===== config.mk =====
export PLATFORM = sky130hd
export DESIGN_NAME = ps2kbd
export DESIGN_NICKNAME = d
export VERILOG_FILES = /design/src/rtl/ps2kbd.sv
export SDC_FILE = /design/constraint.sdc
export NUM_CORES = 1
export LEC_CHECK = 0
export CORE_MARGIN = 2
export CORE_UTILIZATION = 35
export CTS_BUF_LIST = sky130_fd_sc_hd__clkbuf_8 sky130_fd_sc_hd__clkbuf_16
export DETAILED_ROUTE_END_ITERATION = 12
export PLACE_DENSITY = 0.48
export SYNTH_ARGS = -nofsm -noshare
export SYNTH_HDL_FRONTEND = slang
export SYNTH_SLANG_ARGS = --single-unit

===== constraint.sdc =====
create_clock -name clk -period 7.15 [get_ports clk]
set_input_delay 0.715 -clock clk [delete_from_list [all_inputs] [get_ports clk]]
set_output_delay 0.715 -clock clk [all_outputs]
set_load 0.01 [all_outputs]

===== src/rtl/ps2kbd.sv =====
// PS/2 keyboard receiver: filtered clock sampling, 11-bit frame deframing, byte FIFO and CPU register window.
// Optional frame watchdog is enabled by defining PS2KBD_TIMEOUT_EN.
module ps2kbd #(
   parameter int FIFO_AW        = 3,
   parameter int FILTER_LEN     = 4,
   parameter int TIMEOUT_CYCLES = 250
) (
   input  logic       clk,
   input  logic       rst,
   input  logic [1:0] AD,
   input  logic [7:0] DI,
   output logic [7:0] DO,
   input  logic       rw,
   input  logic       cs,
   output logic       irq,
   input  logic       ps2clk,
   input  logic       ps2dat
);

   localparam int FCW = $clog2(FILTER_LEN + 1);
   localparam logic [FIFO_AW:0] FULL_COUNT = {1'b1, {FIFO_AW{1'b0}}};

   typedef enum logic [1:0] {IDLE, DATA, PARITY, STOP} state_t;

   logic           clk_s1, clk_s2, dat_s1, dat_s2;
   logic           filt_clk;
   logic [FCW-1:0] filt_cnt;
   logic           strobe;

   state_t         state, state_next;
   logic [2:0]     bit_cnt;
   logic [7:0]     shift;
   logic           par_bit;
   logic           frame_done;
   logic           timeout_hit;

   logic [7:0]     mem [0:(1 << FIFO_AW) - 1];
   logic [FIFO_AW:0] wr_ptr, rd_ptr, count;
   logic           full, avail;
   logic           par_ok, push, pop, flush, wr_en, stat_wr;
   logic           set_perr, set_ferr, set_ovr;
   logic           perr, ferr, ovr, rxie, errie, irqp;
   logic           unused_di;

   // Lines idle high, so synchronisers and the filter come out of reset at 1.
   always_ff @(posedge clk) begin
      if (rst) begin
         clk_s1   <= 1'b1;
         clk_s2   <= 1'b1;
         dat_s1   <= 1'b1;
         dat_s2   <= 1'b1;
         filt_clk <= 1'b1;
         filt_cnt <= '0;
      end else begin
         clk_s1 <= ps2clk;
         clk_s2 <= clk_s1;
         dat_s1 <= ps2dat;
         dat_s2 <= dat_s1;
         if (clk_s2 == filt_clk) begin
            filt_cnt <= '0;
         end else if (filt_cnt == FCW'(FILTER_LEN - 1)) begin
            filt_clk <= clk_s2;
            filt_cnt <= '0;
         end else begin
            filt_cnt <= filt_cnt + 1'b1;
         end
      end
   end

   assign strobe = filt_clk & ~clk_s2 & (filt_cnt == FCW'(FILTER_LEN - 1));

   always_ff @(posedge clk) begin
      if (rst) state <= IDLE;
      else     state <= state_next;
   end

   always_comb begin
      state_next = state;
      frame_done = 1'b0;
      case (state)
         IDLE:    if (strobe && !dat_s2) state_next = DATA;
         DATA:    if (strobe && bit_cnt == 3'd7) state_next = PARITY;
         PARITY:  if (strobe) state_next = STOP;
         STOP: begin
            if (strobe) begin
               state_next = IDLE;
               frame_done = 1'b1;
            end
         end
         default: state_next = IDLE;
      endcase
      if (timeout_hit) state_next = IDLE;
   end

   always_ff @(posedge clk) begin
      if (rst) begin
         bit_cnt <= '0;
         shift   <= '0;
         par_bit <= 1'b0;
      end else if (strobe) begin
         case (state)
            IDLE:    bit_cnt <= '0;
            DATA: begin
               shift   <= {dat_s2, shift[7:1]};
               bit_cnt <= bit_cnt + 1'b1;
            end
            PARITY:  par_bit <= dat_s2;
            default: ;
         endcase
      end
   end

`ifdef PS2KBD_TIMEOUT_EN
   localparam int TCW = $clog2(TIMEOUT_CYCLES + 1);
   logic [TCW-1:0] wdog;

   // Reloads on every strobe, so only a stalled frame can expire.
   always_ff @(posedge clk) begin
      if (rst || state == IDLE || strobe) wdog <= '0;
      else                                wdog <= wdog + 1'b1;
   end

   assign timeout_hit = (state != IDLE) && !strobe && (wdog == TCW'(TIMEOUT_CYCLES - 1));
`else
   logic unused_timeout;
   assign unused_timeout = (TIMEOUT_CYCLES != 0);
   assign timeout_hit    = 1'b0;
`endif

   assign count    = wr_ptr - rd_ptr;
   assign full     = (count == FULL_COUNT);
   assign avail    = (count != '0);
   assign par_ok   = ^{shift, par_bit};
   assign set_perr = frame_done & ~par_ok;
   assign set_ferr = (frame_done & par_ok & ~dat_s2) | timeout_hit;
   assign set_ovr  = frame_done & par_ok & dat_s2 & full;
   assign push     = frame_done & par_ok & dat_s2 & ~full;

   assign wr_en    = cs & ~rw;
   assign pop      = cs & rw & (AD == 2'd0) & avail;
   assign flush    = wr_en & (AD == 2'd2) & DI[7];
   assign stat_wr  = wr_en & (AD == 2'd1);
   assign unused_di = ^DI[6:4];

   always_ff @(posedge clk) begin
      if (rst) begin
         wr_ptr <= '0;
         rd_ptr <= '0;
      end else begin
         if (push) wr_ptr <= wr_ptr + 1'b1;
         if (flush)    rd_ptr <= wr_ptr;
         else if (pop) rd_ptr <= rd_ptr + 1'b1;
      end
   end

   always_ff @(posedge clk) begin
      if (push) mem[wr_ptr[FIFO_AW-1:0]] <= shift;
   end

   // A new error in the same cycle as a software clear stays set.
   always_ff @(posedge clk) begin
      if (rst) begin
         perr  <= 1'b0;
         ferr  <= 1'b0;
         ovr   <= 1'b0;
         rxie  <= 1'b0;
         errie <= 1'b0;
      end else begin
         ovr  <= set_ovr  | (ovr  & ~(stat_wr & DI[1]));
         perr <= set_perr | (perr & ~(stat_wr & DI[2]));
         ferr <= set_ferr | (ferr & ~(stat_wr & DI[3]));
         if (wr_en && AD == 2'd2) begin
            rxie  <= DI[0];
            errie <= DI[1];
         end
      end
   end

   assign irqp = (rxie & avail) | (errie & (perr | ovr | ferr));
   assign irq  = irqp;

   always_comb begin
      DO = 8'h00;
      case (AD)
         2'd0:    DO = avail ? mem[rd_ptr[FIFO_AW-1:0]] : 8'h00;
         2'd1:    DO = {irqp, 3'b000, ferr, perr, ovr, avail};
         2'd2:    DO = {6'b000000, errie, rxie};
         default: DO = {{(7 - FIFO_AW){1'b0}}, count};
      endcase
   end

endmodule


==> flow_summary_export.csv <==
group,metric,value,unit
outcome,status,"finished clean",
die,fp.dieArea,13800,um^2
timing,period_share,0.617,
die,ioPinCount,25,
logic_synthesis,seq_area_frac_synth,0.597,
logic_synthesis,syn_area_per_cell,13.3,um^2
clocking,clk_pin_slew_worst_paths,70,ps
clocking,cts_sinks,102,
die,core_area,12600,um^2
die,start_util,0.358,
clocking,cts_max_level,3,
worst_setup_path,path_cells,"inv_1 -> ha_1 -> inv_1 -> fa_1 -> and3b_2 -> a21boi_4 -> o21ai_0 -> a31o_2 -> clkdlybuf4s50_1",
worst_setup_path,slowest_stage,"dfxtp_1",
logic_synthesis,ys_dominant_reg_cell,"edfxtp_1",
layout,area_growth,15.7,%
global_route,use_met3,0.0394,
layout,post-route-util,0.414,
pwr,peakVddDrop,0.114,mV
logic_synthesis,yosysTopAreaCell,"edfxtp_1",
logic_synthesis,synth_top_area_frac,0.427,
die,fp-row-count,41,
logic_synthesis,syn_area,4500,um^2
worst_setup_path,required,6430,ps
route,drc,0,
timing,finalMaxSlewViolations,0,
global_route,grt_max_degree,33,
die,dieWidth,117,um
timing,worst_slew_pin_slew,1080,ps
timing,finalSetupViolCount,0,
min_path,hold_path_class,"reg -> reg",
logic_synthesis,ys_ff_latch,102,
worst_setup_path,crit_buf_inv,3,
clocking,cts_buffers,9,
global_route,grt.met2_usage,0.221,
timing,finalHoldViolCount,0,
layout,drive_gt1_frac,0.163,
logic_synthesis,synth_area_leaders,"edfxtp_1 43%, dfxtp_1 17%, mux4_2 8.0%",
worst_setup_path,max_stage_delay,600,ps
layout,antenna-diode-count,0,
worst_setup_path,crit_top_cell,"inv_1",
logic_synthesis,synthArstFlopShare,0,
route,dr_total_vias,2692,
worst_setup_path,reg2reg_from,"wr_ptr[1]",
route,wl_per_cell,17.6,um
timing,fin_worst_skew,7.45,ps
clocking,clk_latency,340,ps
logic_synthesis,synth_nets,369,
logic_synthesis,yosysMostFrequentCell,"edfxtp_1",
worst_setup_path,arrival,3700,ps
logic_synthesis,synth-edff-count,64,
worst_setup_path,timing.setup.critical_path_class,"reg -> out",
global_route,grt.total_usage,0.145,
clocking,cts-hold-fix-buffers,0,
timing,max_freq,227,MHz
worst_setup_path,worstPathMaxFanout,17,
pwr,p_leak,1.69,nW
layout,nets,387,
pwr,p_per_area,224,nW/um^2
logic_synthesis,synthCells,338,
clocking,postCtsResizedCells,0,
die,die_h,117,um
timing,finalSetupTns,0,ps
worst_setup_path,end_kind,"output port",
clocking,cts_tree,"done",
clocking,post_cts_buffers,0,
global_route,grt_antenna_before_repair,0,
global_route,grt_most_used_layer,"met2",
clocking,cts_root_buffer,"clkbuf_16",
timing,post-route-min-period,4410,ps
min_path,holdCritStartpoint,"clk_s1",
flow_run,drv_cap,0,
timing,maxSlewHeadroom,0.279,
worst_setup_path,cp-startpoint,"wr_ptr[0]",
logic_synthesis,ys_warn_count,0,
worst_setup_path,crit_path_start_kind,"flop",
global_route,grt_pass1_wl,15200,um
route,via_per_inst,5.05,
placement,place_hpwl,6180,um
global_route,grt_pass1_vias,2646,
placement,portBuffers,21,
timing,grt_setup_unrepaired,"false",
logic_synthesis,synth_commonest_cells,"64 x edfxtp_1, 38 x dfxtp_1, 31 x nand2_1, 26 x nor2_1",
global_route,overflow,0,
route,drt-total-wl,9390,um
route,detail-route-antenna-nets,0,
worst_setup_path,cp_top_family,"compound AO/OA/AOI/OAI gates",
route,first_pass_iters,4,
route,first_iter_violations,248,
clocking,cts_buffer_depth,2,
placement,globalplace.congestion,0.760,
global_route,grt_use_met1,0.206,
logic_synthesis,ys_types,53,
## flip-flops by register name, summed over array words and instances (netlist names), 2 cells and up, named ones only
signal and cells:
bit_cnt 3, filt_cnt 3, wr_ptr 4, mem 64
state 2, shift 8, rd_ptr 4
## layer usage
layer  vias to the layer above  part of all wire
li1                       1297                 -
met1                      1342              0.48
met2                        45              0.47
met3                         8             0.038
met4                         0            0.0097
met5                         -                 0
## final timing paths
path | end | slack [ps] | cells after the start
worst min register to register | clk_s2 | 410 | 1
worst min-delay path | clk_s2 | 410 | 1
worst max-delay path | DO[7] | 2740 | 9
worst max register to register | mem[4][6] | 3660 | 7
## stage by stage
stage / total power, mW / hold WS [ps] / area [um^2] / std cells / setup slack (ps)
floorplan: 0.678 / 389 / 4500 / 338 / 4030
global placement: 0.700 / 395 / 4910 / 517 / 3150
detailed placement: 0.701 / 398 / 4910 / 517 / 3100
CTS: 1.18 / 418 / 5200 / 533 / 2720
global route: 1.20 / 428 / 5200 / 533 / 2480
finish: 1.17 / 414 / 5200 / 533 / 2740
## logic make-up (layout without fill, tap and decap cells)
family                   after synthesis  after routing  share of synthesized area
multiplexers                          28             28                      0.107
XOR/XNOR                              10             10                     0.0256
AO/OA/AOI/OAI                         50             50                     0.0849
buffers and inverters                 33             56                     0.0317
AND/OR/NAND/NOR                      100            100                      0.111
adder cells (fa/ha/maj)               15             15                     0.0434
flip-flops                           102            102                      0.597
## area by class of cell
cell class	count	area, um^2
Timing Repair Buffer	26	248
Fill cell	1198	7370
Tap cell	172	215
Sequential cell	102	2680
Clock inverter	7	68.8
Clock buffer	9	225
Inverter	14	52.6
Multi-Input combinational cell	203	1710
## report_power, final
part	total (mW)	internal (mW)	switching, mW
Clock	0.480	0.269	0.211
Sequential	0.623	0.620	0.00322
Combinational	0.0639	0.0297	0.0342
## worst reg2reg max path: stages (launching register included)
cell and delay, ps:
dfxtp_1 680, ha_1 330, nor2b_1 130, o21a_1 200, or3_1 530, a31oi_4 340
nand2_1 160, nor3_2 760
## placed cells by master, fill, tap and decap left out, drive strengths merged, types with 2 or more instances in the layout
cell type      instances
o211ai                 2
o21ai                  9
or2                    4
mux4                  16
nand2b                 2
clkbuf                 9
clkinvlp               3
buf                    5
and3                   3
edfxtp                64
a211oi                 3
nand3                  5
a31o                   2
a21oi                 16
inv                   16
clkdlybuf4s50         21
a311oi                 4
mux2i                 12
nor2                  26
or4                    2
nor4                   9
o41ai                  2
o31a                   2
or3                    2
xnor3                  2
xnor2                  7
o31ai                  3
nor4b                  3
nor2b                  3
nand2                 31
nor3                   5
ha                    14
dfxtp                 38
a22oi                  2
No activity file was read; power rests on OpenSTA's default activity.
